==> config.mk <==
export PLATFORM = sky130hd
export DESIGN_NAME = dist_accumulator
export DESIGN_NICKNAME = d
export VERILOG_FILES = /design/src/rtl/dist_accumulator.sv
export SDC_FILE = /design/constraint.sdc
export NUM_CORES = 1
export LEC_CHECK = 0
export ABC_CLOCK_PERIOD_IN_PS = 12500
export BUFFER_PORTS_ARGS = -buffer_cell sky130_fd_sc_hd__buf_2
export CAP_MARGIN = 10
export CORE_MARGIN = 2
export CORE_UTILIZATION = 50
export CTS_CLUSTER_DIAMETER = 100
export DETAILED_ROUTE_END_ITERATION = 6
export MAX_ROUTING_LAYER = met4
export PLACE_DENSITY_LB_ADDON = 0.3
export SYNTH_ARGS = -nofsm -noshare
export SYNTH_HDL_FRONTEND = slang
export SYNTH_SLANG_ARGS = --single-unit
==> constraint.sdc <==
create_clock -name clk_i -period 12.5 [get_ports clk_i]
set_input_delay 0.625 -clock clk_i [delete_from_list [all_inputs] [get_ports clk_i]]
set_output_delay 0.625 -clock clk_i [all_outputs]
set_load 0.005 [all_outputs]
==> src/rtl/dist_accumulator.sv <==
// Squared-difference accumulator: captures one beat of LANES operand pairs and
// folds (a-b)^2 of each lane into a saturating running sum, one lane per cycle.
module dist_accumulator #(
  parameter int DATA_W = 8,
  parameter int LANES  = 4,
  parameter int SUM_W  = 32
) (
  input  logic                    clk_i,
  input  logic                    rst_i,
  input  logic                    acc_en_i,
  input  logic                    acc_rst_i,
  input  logic                    acc_pre_i,
  input  logic                    data_valid_i,
  input  logic [LANES*DATA_W-1:0] a_data_i,
  input  logic [LANES*DATA_W-1:0] b_data_i,
  output logic                    data_ready_o,
  output logic                    acc_rdy_o,
  output logic [SUM_W-1:0]        acc_sum_o,
  output logic                    overflow_o
);

  localparam int LANE_W = (LANES > 1) ? $clog2(LANES) : 1;

  typedef enum logic [1:0] {IDLE, LOAD, MAC, DONE} state_t;

  state_t                  state_q;
  logic [LANE_W-1:0]       lane_q;
  logic [LANES*DATA_W-1:0] a_q, b_q;
  logic [SUM_W-1:0]        sum_q;
  logic                    ovf_q;
  logic                    rdy_q;

  logic [DATA_W-1:0]       a_lane, b_lane, abs_diff;
  logic [2*DATA_W-1:0]     abs_ext, sq;
  logic [SUM_W:0]          sum_ext;
  logic [SUM_W-1:0]        sum_d;
  logic                    carry_d;

  // |a-b|^2 equals (a-b)^2 and keeps the multiply unsigned and exact.
  assign a_lane   = a_q[lane_q*DATA_W +: DATA_W];
  assign b_lane   = b_q[lane_q*DATA_W +: DATA_W];
  assign abs_diff = (a_lane >= b_lane) ? (a_lane - b_lane) : (b_lane - a_lane);
  assign abs_ext  = {{DATA_W{1'b0}}, abs_diff};
  assign sq       = abs_ext * abs_ext;

  always_comb begin
    sum_ext = {1'b0, sum_q} + {{(SUM_W + 1 - 2*DATA_W){1'b0}}, sq};
    carry_d = sum_ext[SUM_W];
    sum_d   = carry_d ? {SUM_W{1'b1}} : sum_ext[SUM_W-1:0];
  end

  always_ff @(posedge clk_i or posedge rst_i) begin
    if (rst_i) begin
      state_q <= IDLE;
      lane_q  <= '0;
      a_q     <= '0;
      b_q     <= '0;
      sum_q   <= '0;
      ovf_q   <= 1'b0;
      rdy_q   <= 1'b0;
    end else if (acc_en_i) begin
      if (acc_rst_i) begin
        state_q <= LOAD;
        lane_q  <= '0;
        rdy_q   <= 1'b0;
        if (!acc_pre_i) begin
          sum_q <= '0;
          ovf_q <= 1'b0;
        end
      end else begin
        case (state_q)
          IDLE: ;
          LOAD: begin
            if (data_valid_i) begin
              a_q     <= a_data_i;
              b_q     <= b_data_i;
              state_q <= MAC;
            end
          end
          MAC: begin
            sum_q <= sum_d;
            if (carry_d) ovf_q <= 1'b1;
            if (lane_q == LANE_W'(LANES - 1)) begin
              lane_q  <= '0;
              state_q <= DONE;
              rdy_q   <= 1'b1;
            end else begin
              lane_q <= lane_q + LANE_W'(1);
            end
          end
          DONE: ;
          default: state_q <= IDLE;
        endcase
      end
    end
  end

  // A restart in LOAD wins over the beat, so ready drops to avoid a lost beat.
  assign data_ready_o = acc_en_i && !acc_rst_i && (state_q == LOAD);
  assign acc_rdy_o    = rdy_q;
  assign acc_sum_o    = sum_q;
  assign overflow_o   = ovf_q;

endmodule

# Yosys cells after proc, flatten, opt, wreduce, memory -nomap -nowiden
# Index checks and enable logic that the tools add are counted.
dict set report totals {
  register_bits 102
  input_bits 70
}
dict set report classes {
  n_addsub 4
  reduce_logical 13
  multipliers 1
  mux 19
  n_eq_ne 6
  n_bitwise 1
  n_lt_le_gt_ge 1
  n_shift 2
}
# operator count
set op_table {}
lappend op_table {{32-bit 2-to-1 mux} 4}
lappend op_table {{32-bit by 6-bit variable part select with 8-bit output} 2}
lappend op_table {{32-bit by 16-bit adder with 33-bit output} 1}
lappend op_table {{8-bit by 8-bit multiplier with 16-bit output} 1}
lappend op_table {{8-bit subtractor} 2}
lappend op_table {{2-bit 2-to-1 mux} 6}
lappend op_table {{4-bit AND reduction} 3}
lappend op_table {{8-bit >= comparator} 1}
lappend op_table {{8-bit 2-to-1 mux} 1}
lappend op_table {{1-bit 2-to-1 mux} 7}
lappend op_table {{3-bit != test (second input constant)} 2}
lappend op_table {{3-bit AND reduction} 2}
lappend op_table {{2-bit nonzero test} 3}
lappend op_table {{2-bit == test (second input constant)} 2}
lappend op_table {{2-bit one-hot mux with 2 select lines} 1}
lappend op_table {{3-bit nonzero test} 1}
lappend op_table {{2-bit by 1-bit adder with 2-bit output (second input constant)} 1}
lappend op_table {{2-bit by 1-bit == test with 1-bit output (second input constant)} 1}
lappend op_table {{1-bit logical AND} 2}
lappend op_table {{2-bit != test (second input constant)} 1}
lappend op_table {{2-bit AND reduction} 1}
lappend op_table {{1-bit zero test} 1}
lappend op_table {{1-bit inverter} 1}

# Longest topological paths before layout
# Gate-level depths: netlist (run 1).
dict set report logic_depth {
  ltp_word 8
  mapped_depth 33
  ltp_nobuf 29
}

# Worst setup path after synthesis (run 1)
# Ideal clock, no wire load.
dict set report synth_timing {
  kind {reg-to-reg}
  start {reg lane_q[0]}
  end {reg sum_q[10], in the netlist acc_sum_o[10]}
  stages_incl_launch_ff 30
  slack_ns 4.644
  arrival_ns 7.730
  required_ns 12.374
  synth_period_minus_slack_ns 7.856
  path_cell_list {dfrtp_1 -> clkbuf_1 -> buf_2 -> mux4_2 -> inv_1 -> ha_1 -> buf_6 -> a21oi_1 -> a311oi_2 -> a211oi_2 -> buf_6 -> mux2i_1 -> xor2_1 -> nor2_1 -> fa_1 -> fa_1 -> fa_1 -> inv_1 -> fa_1 -> inv_1 -> ha_1 -> a21oi_1 -> o21ai_1 -> a31oi_1 -> o41ai_2 -> a221o_1 -> and4_1 -> clkbuf_1 -> buf_2 -> a221o_1}
}
dict set report synth_via {
  elab_chain_cells 8
  word_cells_on_any_way 11
  cone_classes {add/sub: 3; mul: 1; order compare: 1; shift: 2; mux: 4}
}
# item line
set synth_rtl {}
lappend synth_rtl {{start, declared} 27} ;# logic [LANE_W-1:0] lane_q;
lappend synth_rtl {{start signal, assigned} 88} ;# lane_q <= lane_q + LANE_W'(1);
lappend synth_rtl {{32-bit by 6-bit variable part select with 8-bit output (on tied branches)} {41, 40}}
lappend synth_rtl {{8-bit subtractor / 8-bit >= comparator (equally long branches)} 42} ;# assign abs_diff = (a_lane >= b_lane) ? (a_lane - b_lane) : (b_lane - a_lane);
lappend synth_rtl {{8-bit 2-to-1 mux *} 42}
lappend synth_rtl {{8-bit by 8-bit multiplier with 16-bit output *} 44} ;# assign sq = abs_ext * abs_ext;
lappend synth_rtl {{32-bit by 16-bit adder with 33-bit output *} 47} ;# sum_ext = {1'b0, sum_q} + {{(SUM_W + 1 - 2*DATA_W){1'b0}}, sq};
lappend synth_rtl {{32-bit 2-to-1 mux *} 49} ;# sum_d = carry_d ? {SUM_W{1'b1}} : sum_ext[SUM_W-1:0];
lappend synth_rtl {{32-bit 2-to-1 mux *} 71} ;# case (state_q)
lappend synth_rtl {{32-bit 2-to-1 mux *} 62} ;# if (acc_rst_i) begin
lappend synth_rtl {{end signal, assigned} 81} ;# sum_q <= sum_d;
lappend synth_rtl {{end, declared} 29} ;# logic [SUM_W-1:0] sum_q;
# Every way passes the cells marked *; elsewhere a longest branch is shown, timed or not. The select of a mux whose other input is x is not followed.
# A chain may end at the register's enable or synchronous reset.

# Worst setup path after layout (run 1)
dict set report layout_timing {
  start {reg lane_q[1]}
  end {reg sum_q[19], in the netlist acc_sum_o[19]}
}
# Same word-level chain as after synthesis.

==> results of run 1 <==
kinds of logic after synthesis:
logic type,Yosys count,synth area share
and+or+nand+nor,135,0.0848
muxes,88,0.155
buffers and inverters,130,0.0671
adders and majority gates,98,0.199
DFF,102,0.335
xor gates and xnor gates,22,0.0282
AOI/OAI and AO/OA,138,0.131
area by class of cell:
cell class / count / area [sq um]
Fill cell: 1258 / 6450
Sequential cell: 102 / 2550
Inverter: 100 / 378
Antenna cell: 1 / 2.50
Tap cell: 188 / 235
Clock buffer: 9 / 225
Multi-Input combinational cell: 481 / 4570
Timing Repair Buffer: 108 / 551
Clock inverter: 7 / 75.1
critical path, stage by stage (launching register included):
cell and delay (ps):
dfrtp_1 910, mux4_2 440, inv_1 70, ha_1 160, inv_1 60, fa_1 390, nand3_1 140, a311oi_2 130
a211oi_2 920, mux2i_1 300, xor2_1 620, nor2_1 220, fa_1 550, inv_1 50, fa_1 490, inv_1 40
ha_1 270, inv_1 60, fa_1 600, inv_1 60, ha_1 290, a211oi_1 90, o21ai_1 190, nand2_1 130
o41ai_2 380, a221o_1 470, nand4_1 530, o2111ai_1 350
state kept, by name, summed over array words and instances, names as in the netlist:
name,cells
state_q,2
acc_sum_o,32
overflow_o,1
acc_rdy_o,1
lane_q,2
b_q,32
a_q,32
cell usage after synthesis (all sizes together) (2+ instances only):
library cell,count
o41ai,2
o21bai,3
a31oi,10
xor2,10
ha,59
xnor2,12
and4,2
o221ai,5
o2111ai,2
nand4,9
clkbuf,21
or2,3
nor2b,11
a221oi,3
inv,100
dfrtp,102
o211ai,3
and2,3
fa,39
a311oi,3
a211oi,4
a21o,6
a21oi,34
nand2b,3
o21a,5
mux4,16
or3,2
a211o,2
mux2,65
nand2,34
a31o,2
a221o,14
o31a,3
buf,9
o21ai,21
mux2i,7
o31ai,3
nor2,50
nand3,11
per-layer routing:
layer  up-vias  GRT usage  share of wire
met4         0     0.0756          0.024
met2       162      0.373           0.48
met1      2807      0.307           0.44
li1       2678          -              -
met5         -          -              0
met3        34     0.0427          0.052
metrics by stage:
| stage | area, sq um | instances | hold WS, ps | worst slack, ps | util |
|---|---|---|---|---|---|
| after global routing | 8590 | 996 | 265 | 2860 | 0.571 |
| after CTS | 8580 | 995 | 247 | 3530 | 0.571 |
| after global placement | 8280 | 979 | 483 | 3820 | 0.551 |
| after floorplan | 7630 | 713 | 470 | 4640 | - |
| after detailed placement | 8280 | 979 | 490 | 3560 | 0.551 |
| final | 8590 | 996 | 240 | 3480 | 0.571 |
worst min-delay path by stage:
stage | start | endpoint | depth (start not counted)
after floorplan | overflow_o$_DFFE_PP0P_ | overflow_o$_DFFE_PP0P_ | 2
after global placement | a_q[11]$_DFFE_PP0P_ | a_q[11]$_DFFE_PP0P_ | 1
after detailed placement | b_q[1]$_DFFE_PP0P_ | b_q[1]$_DFFE_PP0P_ | 1
after CTS | rst_i | acc_sum_o[31]$_DFFE_PP0P_ | 2
after global routing | rst_i | acc_sum_o[31]$_DFFE_PP0P_ | 2
final | rst_i | acc_sum_o[31]$_DFFE_PP0P_ | 2
==> reports/qor.txt, run 1 <==
Period Utilization, post-route: 0.722
Finish-stage setup viols: 0
top cells by area, synth: dfrtp_1 33%, fa_1 10%, ha_1 9.7%
proportion of netlist area held by the largest area contributor: 0.335
number of synthesized flops with an enable pin: 0
register-to-register setup slack: 3480 ps
CP endpoint: acc_sum_o[19]$_DFFE_PP0P_
max-slew violation count: 0
Vert. Die Dim: 128 microns
largest net degree at the start of global routing: 78
total congestion overflow after global routing: 0
required time worst endpoint: 12760 ps
outcome: complete, no violations
critical path data arrival time: 9280 ps
Iteration-0 DRC Markers: 320
number of instances resized during post-cts repair: 0
global-route wire length before repair: 29500 microns
number of iterations in the first detailed-routing pass: 5
clock tree from TritonCTS: done
endpoint kind of the worst setup timing path: flop
floorplan core area: 15000 sq um
number of buffers created by CTS: 9
antenna violations before repair: 1
net count after synthesis: 881
half-perimeter wire length after placement: 13500 microns
number of max-cap violations: 0
part of the Yosys area used for sequential elements: 0.335
reg-to-reg critical path startpoint: lane_q[1]$_DFFE_PP0P_
Initial Utilization: 0.507
total track usage: 0.234
die outline area: 16300 sq um
number of standard cells after synthesis: 713
launch point of the critical path: lane_q[1]$_DFFE_PP0P_
std cell rows: 45
buffer depth of the longest clock path: 2
RSZ-0062 raised after global routing: no
Avg Vias per Cell: 5.70
number of top-level pins: 105
number of clock sinks: 102
Worst Path Class, Setup: flop to flop
Hold Violations, Final: 0
R2R cell count: 27
clock insertion delay at the later pin of the skew report: 350 ps
Hold/Removal Path Class: input pin to async pin
DRC violation count after routing: 0
post-CTS clock slew at the launch and capture registers of the worst setup and hold paths: 70 ps
Sum Neg Setup Slack: 0 ps
commonest cells after routing, fill and taps aside: 104 x buf_2, 102 x dfrtp_1, 98 x inv_1
leading cell type in the layout, fill and taps excluded: buf_2
number of nets in the final layout: 970
biggest area consumer among synthesized cells: dfrtp_1
Yosys reg bits: 102
number of buffers inserted to repair setup after CTS: 0
Die Wd: 128 microns
wirelength, routed: 17400 microns
number of different library cells in the post-synthesis netlist: 77
nature of the critical path startpoint: flop
transition time at the pin with the least slew margin: 1100 ps
f_max: 111 MHz
antenna-violating nets left: 0
CTS Root Buffer Type: clkbuf_16
slew margin rel.: 0.269
count of hold-fix buffers inserted at cts: 0
area overhead of the layout relative to synthesis: 12.5%
PortBufs: 104
overall via count from detail_route: 5681
critical-path maximum fanout: 18
final critical delay including setup and external delays: 9020 ps
gpl congestion: 0.903
post-synthesis cell area: 7630 sq um
mean cell area of the mapped netlist: 10.7 sq um
mean routed wirelength per cell: 17.5 microns
predominant post-synthesis flop cell: dfrtp_1
maximum level of the CTS H-tree: 3
number of warning messages in the yosys log: 0
via count of the first global-routing pass: 5983
asr flop ratio synth: 1.00
worst clock skew: 6.99 ps
worst r2r dst: acc_sum_o[19]$_DFFE_PP0P_
ratio of cells with drive above 1 in the final layout: 0.281
Power of run 1 is not shown: default switching activity piles up to over one toggle a cycle in this logic, so the estimate is an artifact.
==> run 2: changes to the inputs <==
ABC_CLOCK_PERIOD_IN_PS = 9050   (was 12500)
clock period = 9.05 ns   (was 12.5 ns; I/O delays follow)
==> reports/qor.txt, run 2 (synthesized netlist as in run 1, its figures left out) <==
mean routed wirelength per cell: 17.3 microns (-1.1%)
commonest cells after routing, fill and taps aside: 104 x buf_2, 101 x dfrtp_1, 98 x inv_1
total track usage: 0.232 (-0.00198)
overall via count from detail_route: 5760 (+1.4%)
std cell rows: 45 (unchanged)
critical path data arrival time: 8690 ps (-590 ps)
slew margin rel.: 0.326 (+0.0574)
number of buffers created by CTS: 9 (unchanged)
required time worst endpoint: 9340 ps (-3420 ps)
Worst Path Class, Setup: flop to flop
gpl congestion: 0.937 (+3.9%)
max-slew violation count: 0 (unchanged)
RSZ-0062 raised after global routing: no
peak-usage layer in the global routing report: met2
CTS Root Buffer Type: clkbuf_16
global-route wire length before repair: 29300 microns (-0.49%)
largest net degree at the start of global routing: 80 (+2.6%)
met3 Resource Use GR: 0.0364 (-0.00628)
buffer depth of the longest clock path: 2 (unchanged)
outcome: complete, no violations
Initial Utilization: 0.507 (unchanged)
Finish-stage setup viols: 0 (unchanged)
Filler cells: 1258 (unchanged)
maximum level of the CTS H-tree: 3 (unchanged)
ratio of cells with drive above 1 in the final layout: 0.289 (+0.00776)
clock insertion delay at the later pin of the skew report: 350 ps (about the same)
antenna-violating nets left: 0 (unchanged)
Avg Vias per Cell: 5.75 (+0.88%)
total inserted antenna cells: 0 (-1)
number of placed cells counting well taps: 984 (+0.51%)
PortBufs: 104 (unchanged)
number of top-level pins: 105 (unchanged)
number of clock sinks: 102 (unchanged)
final critical delay including setup and external delays: 8400 ps (-623 ps)
worst clock skew: 11.9 ps (+4.88 ps)
die outline area: 16300 sq um (unchanged)
wirelength, routed: 17300 microns (-0.63%)
DRC violation count after routing: 0 (unchanged)
transition time at the pin with the least slew margin: 1010 ps (-84.1 ps)
via count of the first global-routing pass: 6009 (+0.43%)
Min Hold Slack: 61.7 ps (-179 ps)
area overhead of the layout relative to synthesis: 13.2%
Hold/Removal Path Class: input pin to async pin
half-perimeter wire length after placement: 13400 microns (-0.46%)
Die Wd: 128 microns (unchanged)
nature of the critical path startpoint: flop
antenna violations before repair: 0 (-1)
met2 demand-to-capacity share in global routing: 0.383 (+0.0101)
total congestion overflow after global routing: 0 (unchanged)
critical-path maximum fanout: 15 (-3)
f_max: 119 MHz (+7.4%)
leading cell type in the layout, fill and taps excluded: buf_2
Vert. Die Dim: 128 microns (unchanged)
endpoint kind of the worst setup timing path: flop
Hold Violations, Final: 0 (unchanged)
Sum Neg Setup Slack: 0 ps (unchanged)
clock tree from TritonCTS: done
Non-Filler Instances: 1001 (+0.50%)
number of nets in the final layout: 976 (+0.62%)
met1 usage in global routing: 0.306 (-0.000634)
post-CTS clock slew at the launch and capture registers of the worst setup and hold paths: 80 ps (about the same)
floorplan core area: 15000 sq um (unchanged)
number of iterations in the first detailed-routing pass: 5 (unchanged)
Iteration-0 DRC Markers: 321 (+0.31%)
number of max-cap violations: 0 (unchanged)
Period Utilization, post-route: 0.928 (+0.206)
run 2: repair_timing:
action                                  in CTS  in global routing
endpoints found under the setup margin       0                 31
gates resized for setup                      0                  4
hold buffers                                 0                  0
setup buffers                                0                  1
run 2: layout make-up:
class,count,area (sq um),share of cell area
repair buffers,114,596,0.0689
flip-flops and latches,102,2550,0.296
clock buffers,10,229,0.0265
clock inverters,6,61.3,0.00710
well taps,188,235,0.0272
inverters,100,378,0.0437
multi-input cells,481,4590,0.531
run 2: worst max-delay path: stages (launching register included):
cell and delay (ps):
dfrtp_2 530, buf_4 290, mux4_2 540, ha_1 400, a21oi_1 240, nand2_1 140
a211oi_2 490, buf_4 270, mux2i_4 280, a31oi_2 130, a31o_2 300, nor2_1 220
fa_1 470, fa_1 520, inv_1 50, fa_1 460, fa_1 540, inv_1 40
ha_1 330, o21ai_0 130, o21ai_1 180, nand2_1 140, o41ai_2 420, a221o_1 480
and4_2 530, a221o_1 170
run 2: layer usage:
metal	up-vias	part of all wire
met4	0	0.012
met1	2875	0.44
li1	2694	-
met5	-	0
met2	173	0.49
met3	18	0.053
run 2: path summary, 6_finish.rpt:
| kind | depth (start not counted) | from | slack [ps] | end |
|---|---|---|---|---|
| worst min-delay path | 2 | rst_i | 60 | acc_sum_o[31]$_DFFE_PP0P_ |
| worst max register to register | 25 | lane_q[0]$_DFFE_PP0P_ | 650 | acc_sum_o[1]$_DFFE_PP0P_ |
| min in group clk_i | 2 | b_data_i[6] | 330 | b_q[6]$_DFFE_PP0P_ |
| worst max-delay path | 25 | lane_q[0]$_DFFE_PP0P_ | 650 | acc_sum_o[1]$_DFFE_PP0P_ |
| max in group asynchronous | 3 | rst_i | 7700 | lane_q[0]$_DFFE_PP0P_ |
| worst min register to register | 1 | b_q[28]$_DFFE_PP0P_ | 510 | b_q[28]$_DFFE_PP0P_ |
run 2: per-stage QoR:
step / cell area (sq um) / utilization / worst slack [ps]
CTS: 8610 / 0.573 / 350
global placement: 8320 / 0.553 / 525
finish: 8640 / 0.575 / 651
global route: 8640 / 0.575 / 135
detailed placement: 8320 / 0.553 / 404
floorplan: 7630 / - / 1190
Power of run 2 is left out for the same reason.
